===== config.mk =====
export PLATFORM = sky130hd
export DESIGN_NAME = thread_scheduler
export DESIGN_NICKNAME = d
export VERILOG_FILES = /design/src/rtl/thread_scheduler_pkg.sv /design/src/rtl/thread_scheduler_rr_picker.sv /design/src/rtl/thread_scheduler.sv
export SDC_FILE = /design/constraint.sdc
export NUM_CORES = 1
export LEC_CHECK = 0
export CAP_MARGIN = 20
export CORE_MARGIN = 2
export CORE_UTILIZATION = 50
export CTS_CLUSTER_SIZE = 8
export DETAILED_ROUTE_END_ITERATION = 16
export DONT_BUFFER_PORTS = 1
export PLACE_DENSITY = 0.7
export SLEW_MARGIN = 20
export SYNTH_ARGS = -nofsm -noshare
export SYNTH_HDL_FRONTEND = slang
export SYNTH_HIERARCHICAL = 1
export SYNTH_SLANG_ARGS = --single-unit
export TNS_END_PERCENT = 100

===== constraint.sdc =====
create_clock -name clk -period 7.9 [get_ports clk]
set_input_delay 1.58 -clock clk [delete_from_list [all_inputs] [get_ports clk]]
set_output_delay 1.58 -clock clk [all_outputs]
set_load 0.05 [all_outputs]

===== src/rtl/thread_scheduler_pkg.sv =====
// Shared pipeline definitions for the fetch front end.
//   n_threads     : number of hardware threads (power of two, >= 2)
//   threadid_t    : hardware thread id, carried IF -> ID -> EX
//   sched_state_t : per-thread fetch scheduling state (READY / WAIT)
package common;

  localparam int n_threads = 4;

  typedef logic [$clog2(n_threads)-1:0] threadid_t;

  typedef enum logic {
    READY = 1'b0,
    WAIT  = 1'b1
  } sched_state_t;

endpackage


===== src/rtl/thread_scheduler_rr_picker.sv =====
// Combinational round-robin picker: returns the first set request bit found
// by scanning upward from last+1, wrapping modulo N.
//   req   : request mask, one bit per requester
//   last  : index granted most recently
//   found : at least one request bit is set
//   idx   : granted index (meaningful only when found=1)
// N must be a power of two so the index arithmetic wraps for free.
module rr_picker #(
  parameter int N = 4,
  parameter int W = $clog2(N)
) (
  input  logic [N-1:0] req,
  input  logic [W-1:0] last,
  output logic         found,
  output logic [W-1:0] idx
);

  logic [W-1:0]   start;
  logic [2*N-1:0] dbl;
  logic [N-1:0]   rot;
  logic [W-1:0]   pos;
  logic           hit;

  // Rotate so that bit 0 of rot is requester last+1, priority-encode the
  // lowest set bit, then add the rotation back to get the real index.
  always_comb begin
    start = last + W'(1);
    dbl   = {req, req} >> start;
    rot   = dbl[N-1:0];
    pos   = '0;
    hit   = 1'b0;
    for (int i = 0; i < N; i++) begin
      if (!hit && rot[i]) begin
        pos = W'(i);
        hit = 1'b1;
      end
    end
    found = |req;
    idx   = start + pos;
  end

endmodule


===== src/rtl/thread_scheduler.sv =====
// Round-robin fetch-thread scheduler in front of the IF stage.
// Threads that report an iTLB/iCache miss are parked in WAIT until the
// matching fill arrives; every unstalled cycle the next eligible thread
// (READY and enabled) after the last pick is chosen.
//   clk, rst     : clock, synchronous active-high reset
//   thread_en    : per-thread enable; disabled threads are never picked
//   stall        : freezes the pick outputs and round-robin pointer
//   miss_valid/miss_itlb/miss_thread : miss report from IF
//   fill_valid/fill_thread           : fill completion from memory/TLB
//   sched_valid/sched_thread         : registered pick for next fetch
//   ready_mask   : registered per-thread READY flags
//   wait_itlb    : per-thread "parked on iTLB miss" flag
module thread_scheduler
  import common::*;
#(
  parameter int N_THREADS = common::n_threads,
  parameter int TID_W     = $clog2(N_THREADS)
) (
  input  logic                 clk,
  input  logic                 rst,
  input  logic [N_THREADS-1:0] thread_en,
  input  logic                 stall,
  input  logic                 miss_valid,
  input  logic                 miss_itlb,
  input  logic [TID_W-1:0]     miss_thread,
  input  logic                 fill_valid,
  input  logic [TID_W-1:0]     fill_thread,
  output logic                 sched_valid,
  output logic [TID_W-1:0]     sched_thread,
  output logic [N_THREADS-1:0] ready_mask,
  output logic [N_THREADS-1:0] wait_itlb
);

  sched_state_t           thr_state_p0 [N_THREADS];
  sched_state_t           thr_state_p1 [N_THREADS];
  logic [N_THREADS-1:0]   itlb_p0;
  logic [N_THREADS-1:0]   itlb_p1;
  logic [N_THREADS-1:0]   ready_p0;
  logic [N_THREADS-1:0]   eligible_p0;
  logic [TID_W-1:0]       last_p1;
  logic                   pick_found_p0;
  logic [TID_W-1:0]       pick_idx_p0;

  // ---- stage p0: per-thread next state, eligibility and pick ----
  // A fill is applied first, then a miss; so a same-cycle fill+miss on a
  // waiting thread leaves it waiting with the newer miss type.
  always_comb begin
    for (int t = 0; t < N_THREADS; t++) begin
      thr_state_p0[t] = thr_state_p1[t];
      itlb_p0[t]      = itlb_p1[t];
      if (fill_valid && (fill_thread == TID_W'(t)) && (thr_state_p1[t] == WAIT)) begin
        thr_state_p0[t] = READY;
        itlb_p0[t]      = 1'b0;
      end
      if (miss_valid && (miss_thread == TID_W'(t)) && (thr_state_p0[t] == READY)) begin
        thr_state_p0[t] = WAIT;
        itlb_p0[t]      = miss_itlb;
      end
      ready_p0[t] = (thr_state_p0[t] == READY);
    end
    eligible_p0 = ready_p0 & thread_en;
  end

  rr_picker #(
    .N (N_THREADS),
    .W (TID_W)
  ) u_picker (
    .req   (eligible_p0),
    .last  (last_p1),
    .found (pick_found_p0),
    .idx   (pick_idx_p0)
  );

  // ---- stage p1: registered thread state (updates even when stalled) ----
  always_ff @(posedge clk) begin
    if (rst) begin
      for (int t = 0; t < N_THREADS; t++) begin
        thr_state_p1[t] <= READY;
      end
      itlb_p1 <= '0;
    end else begin
      for (int t = 0; t < N_THREADS; t++) begin
        thr_state_p1[t] <= thr_state_p0[t];
      end
      itlb_p1 <= itlb_p0;
    end
  end

  // ---- stage p1: registered pick and round-robin pointer ----
  // last resets to the top index so the first pick scans from thread 0.
  always_ff @(posedge clk) begin
    if (rst) begin
      sched_valid  <= 1'b0;
      sched_thread <= '0;
      last_p1      <= TID_W'(N_THREADS - 1);
    end else if (!stall) begin
      sched_valid <= pick_found_p0;
      if (pick_found_p0) begin
        sched_thread <= pick_idx_p0;
        last_p1      <= pick_idx_p0;
      end
    end
  end

  always_comb begin
    for (int t = 0; t < N_THREADS; t++) begin
      ready_mask[t] = (thr_state_p1[t] == READY);
    end
    wait_itlb = itlb_p1;
  end

endmodule


==> out/summary.md <==
The flow ran to the end, and the final reports show no timing, DRC or antenna violations. The sum of overflow across all layers after global routing was 0; the largest driver fanout on the critical path was 7. Counting I/O delays and the setup requirement, the final critical path takes 3610 ps. The combined area of all synthesized cells is 795 µm², and the detail-routed via count per cell is 6.11. For the number of diodes, the log shows 0. The floorplan step defined a die boundary enclosing 1920 µm². The analysis attributes to cell leakage a power of 0.321 nW.

The worst-case IR drop observed on VDD is 0.000151 V. Flip-flop and latch count after synthesis: 13. The count of buffering cells on the critical path with inverters included works out to 0.

Counting along the longest clock path gives a buffer depth of 2. Timing would allow up to 0.277 GHz. The final-report hold violation count came out at 0.

The logs give 703 for the overall via count from detail_route and 52.7% for the starting density of the core. Synthesized instance count: 97. After detailed routing, the number of remaining DRC violations is 0. The run gives 32.8% as the sequential-to-total area share from yosys stat. STA puts the critical path data required time at 8100 ps. After floorplanning, the core was sized to cover 1510 µm². In this design, the stage delay of the slowest critical-path cell is 420 ps. The signed area change from the synthesized netlist to the final layout was 3.94%. The internal portion of total power was 0.107 mW; the top-level port count was 25. Count of flip-flops with a built-in enable after synthesis: 0.

The run gives 0.0586 mW as the switching power. The clock network is responsible for 24.8% of the overall power. After the last flow step, the layout net total stands at 115. For the residual antenna-violating net count after detailed routing, the log shows 0.

The post-synthesis async set-or-reset flop share came out at 0%. The cell repeated most along the worst path was sky130_fd_sc_hd__xnor2_1. Post-CTS timing repair inserted 0 buffers for setup.

Sorting the synthesized cells by how often they occur yields sky130_fd_sc_hd__dfxtp_1 (13), sky130_fd_sc_hd__nand2_1 (11), sky130_fd_sc_hd__inv_1 (9). The tools report the worst setup slack for register-to-register paths as 5600 ps. The clock latency on the worst-skew pair is 280 ps, and the initial detailed-routing violation count is 15.

Yosys instantiated no cell more often than sky130_fd_sc_hd__dfxtp_1. The final setup violation count is 0. The CTS clock-pin slew for the worst setup and hold paths was 90 ps; the number of CTS-inserted buffers was 3. The detailed-routing iteration count for the pre-antenna-repair pass was 4.

After detailed routing, the average wire length per cell comes to 14.9 µm. Walking the worst path, the cells encountered are or3b_1 > a22oi_1 > and2_1 > nor2_1 > a2bb2oi_1 > o221ai_1 > o21a_1 > ha_1 > xnor2_1 > xnor2_1 > xnor2_1 > nand2_1 > a21oi_1. The first global-routing pass estimated 2770 µm of wire. Number of slew-limit violations in the final report: 0. The cell sitting at the root of the clock tree is a sky130_fd_sc_hd__clkbuf_4. The slew at the pin with the worst max-slew slack came out at 509 ps.

The aggregate negative setup slack was 0 ps; the synthesized area per cell was 8.19 µm². The logs give 14 for the row count and 13 for the clock sink count. For the largest net degree at the start of global routing, the log shows 12.

For this run, the number of Yosys warnings is 6. Headroom to the max-slew limit came out at 66.0%. The setup path with the least slack is of type in -> reg. The fraction of layout cells with a size suffix above 1 was 8.08%. Setup repair after global routing left no endpoint under its margin.

The switching share of power works out to 35.3%. Routability-driven placement finished with a final weighted congestion of 0.839. STA classifies the critical path endpoint as a flip-flop.

The tools report the number of antenna violations at the first check in global routing as 0. The tools report the data arrival time of the critical path as 3810 ps. The worst setup path is launched from an input port. Post-CTS repair changed the size of 0 cells.

The top cell type by area accounts for 32.8% of the synthesized area. The share of power burned in registers came out at 52.0%. TritonCTS built the clock tree. After layout, the worst path uses 45.7% of the clock period. The worst hold path belongs to the class reg -> reg. Between clock sinks in the finished design, the worst skew comes to 13.3 ps. Level count of the clock H-tree: 1.

The cell type with the largest total area after synthesis is sky130_fd_sc_hd__dfxtp_1. After synthesis, the cell types taking the most area are sky130_fd_sc_hd__dfxtp_1 (33%), sky130_fd_sc_hd__nand2_1 (5.2%), sky130_fd_sc_hd__a21oi_1 (4.4%), sky130_fd_sc_hd__inv_1 (4.3%), sky130_fd_sc_hd__nor2_1 (3.3%). After legalization and detailed placement, the total HPWL measured 1320 µm. The number of hold-repair buffers added at the cts stage came out at 0. In this run, distinct cell masters in the synthesized netlist total 39. The width of the chip works out to 43.9 µm. Combinational cells account for 23.2% of the total power.

From bottom edge to top edge, the die measures 43.9 µm. Port buffering added 0 buffers. The cell family contributing the most delay on the critical path is simple AND/OR/NAND/NOR gates. The number of nets handed over by synthesis was 112. On the critical path, the stage with the largest delay is an instance of sky130_fd_sc_hd__or3b_1.

The run gives 0 as the max-cap violation count. Via count of the first global-routing pass: 666. Hold timing on the final database bottoms out at a slack of 547 ps. Global routing used 19.2% of the available tracks across all layers. For this design the ratio of total power to cell area is 201 nW/µm². The most used flip-flop cell after synthesis is sky130_fd_sc_hd__dfxtp_1. Wires add up to 1710 µm.
==> worst reg2reg max path, cell delays in order (launching register included) <==
cell and delay [ps]:
sky130_fd_sc_hd__dfxtp_1 370, sky130_fd_sc_hd__o21ai_0 150, sky130_fd_sc_hd__and3_1 270, sky130_fd_sc_hd__nor2_1 150
sky130_fd_sc_hd__a2bb2oi_1 170, sky130_fd_sc_hd__o221ai_1 120, sky130_fd_sc_hd__o21a_1 120, sky130_fd_sc_hd__ha_1 180
sky130_fd_sc_hd__xnor2_1 180, sky130_fd_sc_hd__xnor2_1 150, sky130_fd_sc_hd__xnor2_1 150, sky130_fd_sc_hd__nand2_1 90
sky130_fd_sc_hd__a21oi_1 120
==> sequential cells by signal (all words and copies together) (netlist names) <==
| signal | cells |
|---|---|
| last_p1 | 2 |
| sched_valid | 1 |
| thr_state_p1 | 4 |
| sched_thread | 2 |
| wait_itlb | 4 |
==> cells in the final DEF (no fill, tap or decap), types with 2 or more instances in the layout <==
cell,netlist,layout
sky130_fd_sc_hd__nand3b_1,3,3
sky130_fd_sc_hd__a41o_1,2,2
sky130_fd_sc_hd__a21oi_1,7,7
sky130_fd_sc_hd__dfxtp_1,13,13
sky130_fd_sc_hd__o2111a_1,2,2
sky130_fd_sc_hd__a2111oi_0,2,2
sky130_fd_sc_hd__nand4_1,2,2
sky130_fd_sc_hd__nand2_1,11,11
sky130_fd_sc_hd__nor2b_1,2,2
sky130_fd_sc_hd__and2_1,3,3
sky130_fd_sc_hd__nor2_1,7,7
sky130_fd_sc_hd__clkbuf_4,0,3
sky130_fd_sc_hd__xnor2_1,3,3
sky130_fd_sc_hd__o21ai_0,2,2
sky130_fd_sc_hd__a211oi_1,2,2
sky130_fd_sc_hd__a22oi_1,2,2
sky130_fd_sc_hd__nand3_1,2,2
sky130_fd_sc_hd__inv_1,9,9
sky130_fd_sc_hd__nand2b_1,2,2
==> power by group through the flow <==
stage                     clock network [mW]  registers (mW)  logic, mW
after floorplan                            0          0.0856     0.0372
after CTS                             0.0418          0.0862     0.0388
final                                 0.0411          0.0863     0.0386
after global routing                  0.0427          0.0874     0.0435
after detailed placement                   0          0.0879     0.0385
after global placement                     0          0.0877     0.0375
==> final cells by class <==
cell class / instances / area, µm²
fillers: 147 / 681
multi-input cells: 73 / 485
flip-flops and latches: 13 / 260
inverters: 9 / 33.8
clock buffers: 4 / 26.3
well taps: 16 / 20.0
==> logic make-up (layout without fill, tap and decap cells) <==
group                    Yosys count  in the layout  share of synthesized area, %
AO/OA/AOI/OAI                     27             27                          26.6
XOR/XNOR                           3              3                          3.31
adder cells (fa/ha/maj)            1              1                          1.57
buffers and inverters             11             13                          6.14
flip-flops                        13             13                          32.8
AND/OR/NAND/NOR                   42             42                          29.6
==> layer usage <==
layer  vias to the layer above  part of all wire [%]  GRT usage (%)
met2                        21                    43           29.4
met4                         0                  0.76           7.27
met3                         2                   6.6           4.58
met5                         -                     0              0
li1                        360                     -              -
met1                       320                    49           26.0
==> worst paths after layout <==
path,start,cells after the start,to
worst max register to register,thr_state_p1[2]$_SDFF_PP0_,12,sched_thread[1]$_SDFFE_PP0P_
worst min register to register,thr_state_p1[0]$_SDFF_PP0_,2,wait_itlb[0]$_SDFFE_PP0P_
worst min-delay path,thr_state_p1[0]$_SDFF_PP0_,2,wait_itlb[0]$_SDFFE_PP0P_
worst max-delay path,fill_thread[1],13,sched_thread[1]$_SDFFE_PP0P_
==> through the flow <==
step | power [mW] | cell area, µm² | util [%] | worst slack, ps | instances
2_1_floorplan | 0.123 | 795 | - | 4240 | 97
3_3_place_gp | 0.125 | 800 | 53.1 | 4060 | 111
3_5_place_dp | 0.126 | 800 | 53.1 | 4020 | 111
4_1_cts | 0.167 | 826 | 54.8 | 4280 | 115
5_1_grt | 0.174 | 826 | 54.8 | 4050 | 115
6_report | 0.166 | 826 | 54.8 | 4290 | 115
No activity file was read; power rests on OpenSTA's default activity.
